## src/rtl/bf_bus_pkg.sv

```systemverilog
// Shared definitions for the memory bus interface.
//   - PHASE_* : encodings driven on bus_phase
//   - state_t : handshake controller states
//   - decode_phase() : maps the FSM addr/write strobes onto a bus phase
package bf_bus_pkg;

  localparam logic [1:0] PHASE_ADDR  = 2'd0;
  localparam logic [1:0] PHASE_WRITE = 2'd1;
  localparam logic [1:0] PHASE_READ  = 2'd2;

  typedef enum logic [1:0] {
    StIdle = 2'd0,
    StReq  = 2'd1,
    StRel  = 2'd2,
    StDone = 2'd3
  } state_t;

  // An address phase wins over a write strobe.
  function automatic logic [1:0] decode_phase(input logic addr, input logic write);
    if (addr) begin
      return PHASE_ADDR;
    end else if (write) begin
      return PHASE_WRITE;
    end
    return PHASE_READ;
  endfunction

endpackage

```

## src/rtl/ack_sync.sv

```systemverilog
// Synchroniser for the asynchronous bus acknowledge.
//   clk, nreset : system clock, synchronous active-low reset
//   ack         : raw acknowledge from the external bus
//   ack_synced  : acknowledge after SYNC_STAGES flops (1..3)
module ack_sync #(
  parameter int unsigned SYNC_STAGES = 2
) (
  input  logic clk,
  input  logic nreset,
  input  logic ack,
  output logic ack_synced
);

  if (SYNC_STAGES < 1 || SYNC_STAGES > 3) begin : g_bad_stages
    $error("ack_sync: SYNC_STAGES must be in 1..3");
  end

  logic [SYNC_STAGES-1:0] sync_q;

  if (SYNC_STAGES == 1) begin : g_single
    always_ff @(posedge clk) begin
      if (!nreset) begin
        sync_q <= '0;
      end else begin
        sync_q <= ack;
      end
    end
  end else begin : g_chain
    always_ff @(posedge clk) begin
      if (!nreset) begin
        sync_q <= '0;
      end else begin
        sync_q <= {sync_q[SYNC_STAGES-2:0], ack};
      end
    end
  end

  assign ack_synced = sync_q[SYNC_STAGES-1];

endmodule

```

## src/rtl/mem_bus_if.sv

```systemverilog
// Memory bus interface: turns per-state CPU bus requests into a four-phase
// req/ack handshake on the 8-bit external bus.
//   clk, nreset          : system clock, synchronous active-low reset
//   cpu_valid            : transfer request, sampled only while idle
//   cpu_write, cpu_addr  : FSM strobes selecting WRITE / ADDR (else READ)
//   cpu_wdata            : address or data to drive
//   cpu_rdata            : captured read data, held until the next read
//   cpu_ready            : one-cycle completion pulse
//   cpu_err              : timeout flag, valid with cpu_ready
//   bus_out, bus_oe      : external bus drive value and output enable
//   bus_in               : external bus input
//   bus_phase            : 0 = ADDR, 1 = WRITE, 2 = READ
//   bus_strobe, bus_ack  : handshake request / asynchronous acknowledge
// Build option: define BF_BUS_TIMEOUT_EN to enable the TIMEOUT_CYCLES watchdog.
module mem_bus_if
  import bf_bus_pkg::*;
#(
  parameter int unsigned SYNC_STAGES    = 2,
  parameter int unsigned TIMEOUT_CYCLES = 255
) (
  input  logic       clk,
  input  logic       nreset,
  input  logic       cpu_valid,
  input  logic       cpu_write,
  input  logic       cpu_addr,
  input  logic [7:0] cpu_wdata,
  output logic [7:0] cpu_rdata,
  output logic       cpu_ready,
  output logic       cpu_err,
  output logic [7:0] bus_out,
  output logic       bus_oe,
  input  logic [7:0] bus_in,
  output logic [1:0] bus_phase,
  output logic       bus_strobe,
  input  logic       bus_ack
);

  if (TIMEOUT_CYCLES < 1) begin : g_bad_timeout
    $error("mem_bus_if: TIMEOUT_CYCLES must be at least 1");
  end

  state_t     state_q, state_d;
  logic [1:0] phase_q, phase_d;
  logic [7:0] wdata_q, wdata_d;
  logic [7:0] rdata_q, rdata_d;
  logic       ack_s;

  ack_sync #(
    .SYNC_STAGES(SYNC_STAGES)
  ) u_ack_sync (
    .clk       (clk),
    .nreset    (nreset),
    .ack       (bus_ack),
    .ack_synced(ack_s)
  );

`ifdef BF_BUS_TIMEOUT_EN
  localparam int unsigned CntW = (TIMEOUT_CYCLES > 255) ? $clog2(TIMEOUT_CYCLES + 1) : 8;
  localparam logic [CntW-1:0] TimeoutLast = CntW'(TIMEOUT_CYCLES - 1);

  logic [CntW-1:0] cnt_q, cnt_d;
  logic            err_q, err_d;

  always_ff @(posedge clk) begin
    if (!nreset) begin
      cnt_q <= '0;
      err_q <= 1'b0;
    end else begin
      cnt_q <= cnt_d;
      err_q <= err_d;
    end
  end
`endif

  always_ff @(posedge clk) begin
    if (!nreset) begin
      state_q <= StIdle;
      phase_q <= PHASE_ADDR;
      wdata_q <= 8'h00;
      rdata_q <= 8'h00;
    end else begin
      state_q <= state_d;
      phase_q <= phase_d;
      wdata_q <= wdata_d;
      rdata_q <= rdata_d;
    end
  end

  always_comb begin
    state_d = state_q;
    phase_d = phase_q;
    wdata_d = wdata_q;
    rdata_d = rdata_q;
`ifdef BF_BUS_TIMEOUT_EN
    cnt_d   = cnt_q;
    err_d   = err_q;
`endif

    unique case (state_q)
      StIdle: begin
        if (cpu_valid) begin
          phase_d = decode_phase(cpu_addr, cpu_write);
          wdata_d = cpu_wdata;
          state_d = StReq;
`ifdef BF_BUS_TIMEOUT_EN
          cnt_d   = '0;
          err_d   = 1'b0;
`endif
        end
      end
      StReq: begin
        if (ack_s) begin
          // Responder keeps bus_in stable from ack rise until strobe drops.
          if (phase_q == PHASE_READ) begin
            rdata_d = bus_in;
          end
          state_d = StRel;
        end
      end
      StRel: begin
        if (!ack_s) begin
          state_d = StDone;
        end
      end
      StDone: begin
        state_d = StIdle;
      end
      default: begin
        state_d = StIdle;
      end
    endcase

`ifdef BF_BUS_TIMEOUT_EN
    // Watchdog overrides the handshake once the limit is reached.
    if (state_q == StReq || state_q == StRel) begin
      cnt_d = cnt_q + CntW'(1);
      if (cnt_q == TimeoutLast) begin
        state_d = StDone;
        err_d   = 1'b1;
        if (phase_q == PHASE_READ) begin
          rdata_d = 8'h00;
        end
      end
    end
`endif
  end

  assign bus_strobe = (state_q == StReq);
  assign bus_oe     = (state_q == StReq || state_q == StRel) && (phase_q != PHASE_READ);
  assign bus_out    = wdata_q;
  assign bus_phase  = phase_q;
  assign cpu_rdata  = rdata_q;
  assign cpu_ready  = (state_q == StDone);

`ifdef BF_BUS_TIMEOUT_EN
  assign cpu_err = (state_q == StDone) && err_q;
`else
  assign cpu_err = 1'b0;
`endif

endmodule

```

## config.mk

```make
export PLATFORM = sky130hd
export DESIGN_NAME = mem_bus_if
export DESIGN_NICKNAME = d
export VERILOG_FILES = /design/src/rtl/bf_bus_pkg.sv /design/src/rtl/ack_sync.sv /design/src/rtl/mem_bus_if.sv
export SDC_FILE = /design/constraint.sdc
export NUM_CORES = 1
export LEC_CHECK = 0
export CORE_MARGIN = 2
export CORE_UTILIZATION = 36
export CTS_CLUSTER_DIAMETER = 120
export DETAILED_ROUTE_END_ITERATION = 10
export PLACE_DENSITY = 0.75
export SLEW_MARGIN = 0
export SYNTH_ARGS = -nofsm -noshare
export SYNTH_HDL_FRONTEND = slang
export SYNTH_SLANG_ARGS = --single-unit
```

## constraint.sdc

```tcl
create_clock -name clk -period 1.15 [get_ports clk]
set_input_delay 0.23 -clock clk [delete_from_list [all_inputs] [get_ports clk]]
set_output_delay 0.23 -clock clk [all_outputs]
set_load 0.005 [all_outputs]
```

==> impl_metrics.env <==
export IMPL_status="finished with violations"
export IMPL_violations="negative setup slack"
export IMPL_place_inst=182
export IMPL_grt_pass1_vias=817
export IMPL_cp_slowest_cell="dfxtp_2"
export IMPL_timing_final_ws_setup_ns=-0.3004
export IMPL_num_rows=18
export IMPL_fin_crit_sh=1.261
export IMPL_cts_buffers=3
export IMPL_h_tree_depth=1
export IMPL_fin_skew_ns=0.003551
export IMPL_die_w_um=55.02
export IMPL_path_cells="inv_2, ha_4, a21boi_2, buf_2"
export IMPL_r2r_start="state_q[1]"
export IMPL_max_freq_mhz=689.5
export IMPL_power_total_mw=2.667
export IMPL_synth_seq_area_share=0.4700
export IMPL_diodes=0
export IMPL_first_pass_iters=4
export IMPL_clock_tree_buffer_depth=2
export IMPL_cp_max_fo=2
export IMPL_internal_power_mw=1.834
export IMPL_ys_seq_elements=22
export IMPL_r2r_end="state_q[0]"
export IMPL_layout_min_cycle_time_ns=1.450
export IMPL_syn_cell_area_um2=937.1
export IMPL_clk_pin_slew_ns=0.12
export IMPL_rrSetupSlack_ns=-0.22
export IMPL_maxUsedRoutingLayer="met4"
export IMPL_ys_types=19
export IMPL_required_ns=0.92
export IMPL_die_area_mm2=0.003027
export IMPL_hp_start="u_ack_sync.sync_q[0]"
export IMPL_wl_met2_mm=1.081
export IMPL_grt_overflow=0
export IMPL_syn2layout_area_growth_pct=72.36
export IMPL_wire_per_inst_um=11.83
export IMPL_cts_sinks=22
export IMPL_insertion_delay_ns=0.31
export IMPL_vdd_drop_max_mv=1.338
export IMPL_nets=188
export IMPL_syn_num_nets=133
export IMPL_cp_arrival_ns=1.22
export IMPL_syn_inst=106
export IMPL_wl_met1_um=915
export IMPL_p_clk_frac=0.162
export IMPL_layout_drive_gt1_share=0.4125
export IMPL_maxSlewViolCount=0
export IMPL_vias=897
export IMPL_cap_violations=0
export IMPL_pin_count=44
export IMPL_p_comb_frac=0.486
export IMPL_ant_nets=0
export IMPL_vias_per_cell=4.721
export IMPL_ys_warn_count=0
export IMPL_routabilityCongestion=0.6540
export IMPL_power_density_mw_per_mm2=1651
export IMPL_dp_hpwl_mm=1.630
export IMPL_setup_viol=13
export IMPL_io_buffers=42
export IMPL_start_util=0.3783
export IMPL_ctsRootBufferMaster="clkbuf_4"
export IMPL_leakagePower_nw=0.6509
export IMPL_final_cell_mix="nand2_1 (29), clkdlybuf4s50_1 (21), dfxtp_2 (20)"
export IMPL_stdcell_count=190
export IMPL_cp_slowest_stage_delay_ns=0.36
export IMPL_avgSynthCellArea_um2=8.841
export IMPL_die_h_um=55.02
export IMPL_r2r_worst_path_cells=6
export IMPL_netSwitchingFraction=0.3125
export IMPL_grt_pass1_wl_mm=3.298
export IMPL_wl_met3_um=217
export IMPL_hp_class="flip-flop to flip-flop"
export IMPL_grt_setup_unrepaired="true"
export IMPL_grt_max_degree=24
export IMPL_hold_violations=0
export IMPL_cts_tree="built"
export IMPL_antenna_found_initial=0
export IMPL_worstHoldPathCells=1
export IMPL_yosys_area_top_type_share=0.4700
export IMPL_final_common_cell="nand2_1"
export IMPL_pwr_share_seq=0.352
export IMPL_cp_start_kind="flip-flop"
export IMPL_fin_util=0.6520
export IMPL_path_class="flip-flop to output pin"
export IMPL_synth_top_area_cell="dfxtp_1"
export IMPL_end_kind="output pin"
export IMPL_hold_end="u_ack_sync.sync_q[1]"
export IMPL_p_switching_mw=0.8335
export IMPL_drt_iter0_drc=11
export IMPL_core_mm2=0.002477
export IMPL_drc_errors=0
export IMPL_ys_top_cells_by_area="dfxtp_1 (47%), nand2_1 (15%), a21boi_1 (8.0%)"
export IMPL_routed_wl_mm=2.248
export IMPL_grt_util_all_layers=0.1543
==> cells in the mapped netlist <==
cell / n
or3_1: 2
a21boi_0: 9
mux2i_1: 1
a221oi_2: 1
buf_4: 3
clkbuf_1: 2
dfxtp_1: 22
ha_1: 5
a21boi_1: 10
buf_2: 1
nand3b_1: 1
and4b_1: 1
o211a_1: 1
inv_1: 4
and2_1: 3
nand2_1: 37
conb_1: 1
nand4b_1: 1
nor2b_1: 1
==> final cells by class <==
class                           count  area [µm²]
Timing Repair Buffer               56       534.3
Sequential cell                    22       465.4
Clock buffer                        4       36.28
Fill cell                         204       862.1
Tap cell                           30       37.54
Multi-Input combinational cell     74       526.8
Inverter                            4       15.01
==> layer usage <==
metal  up-vias  GRT usage
met3         5    0.05108
met1       406     0.1683
met4         0    0.06098
met5         -          0
met2        36     0.2738
li1        450          -
==> power groups by stage <==
stage,combinational (mW),sequential (mW),clock (mW)
after global routing,1.42,0.949,0.467
after CTS,1.19,0.938,0.442
final,1.30,0.939,0.431
after detailed placement,1.10,0.944,0
after floorplan,0.506,0.965,0
after global placement,1.06,0.936,0
==> worst max path at each step <==
| stage | from | endpoint | depth (start not counted) |
|---|---|---|---|
| floorplan | state_q[1] | state_q[0] | 5 |
| global placement | state_q[1] | bus_oe | 4 |
| detailed placement | state_q[1] | bus_oe | 4 |
| CTS | state_q[1] | bus_oe | 4 |
| global route | state_q[1] | bus_oe | 4 |
| finish | state_q[1] | bus_oe | 4 |
==> flip-flops by register name, summed over array words and instances (netlist names) <==
signal and flops:
state_q 2, u_ack_sync.sync_q 2, bus_phase 2, cpu_rdata 8
bus_out 8
==> repair_timing <==
item	4_1_cts	5_1_grt
gates resized for setup	63	40
cloned	0	1
hold buffers	0	0
setup buffers	3	0
endpoints found under the setup margin	40	39
pin swaps	3	11
==> cell families (layout without fill, tap and decap cells) <==
group | count (synthesis) | in the layout | share of synthesized area
AOI/OAI and AO/OA | 21 | 21 | 0.1789
adders and majority gates | 5 | 5 | 0.06676
buffers and inverters | 10 | 64 | 0.05340
DFF | 22 | 22 | 0.4700
muxes | 1 | 1 | 0.01068
other | 1 | 1 | 0.004001
and+or+nand+nor | 46 | 46 | 0.2163
==> through the flow <==
| stage | worst slack (ns) | hold slack [ns] | instance area (µm²) | TNS [ns] |
|---|---|---|---|---|
| after floorplan | -0.04000 | 0.3573 | 952.2 | -0.04000 |
| final | -0.3004 | 0.4451 | 1615 | -1.877 |
| after global routing | -0.3566 | 0.4419 | 1615 | -2.996 |
| after detailed placement | -0.4422 | 0.4211 | 1463 | -4.248 |
| after global placement | -0.4079 | 0.4127 | 1463 | -3.517 |
| after CTS | -0.3043 | 0.4464 | 1538 | -1.958 |
==> worst max-delay path: cells and delay by family (launching register included) <==
| family | cells | cell delay [ns] |
|---|---|---|
| fa+ha+maj | 1 | 0.25 |
| buf+inv | 2 | 0.16 |
| flops | 1 | 0.36 |
| compound gates | 1 | 0.13 |
Note: power is estimated with default switching activity, not from simulation.
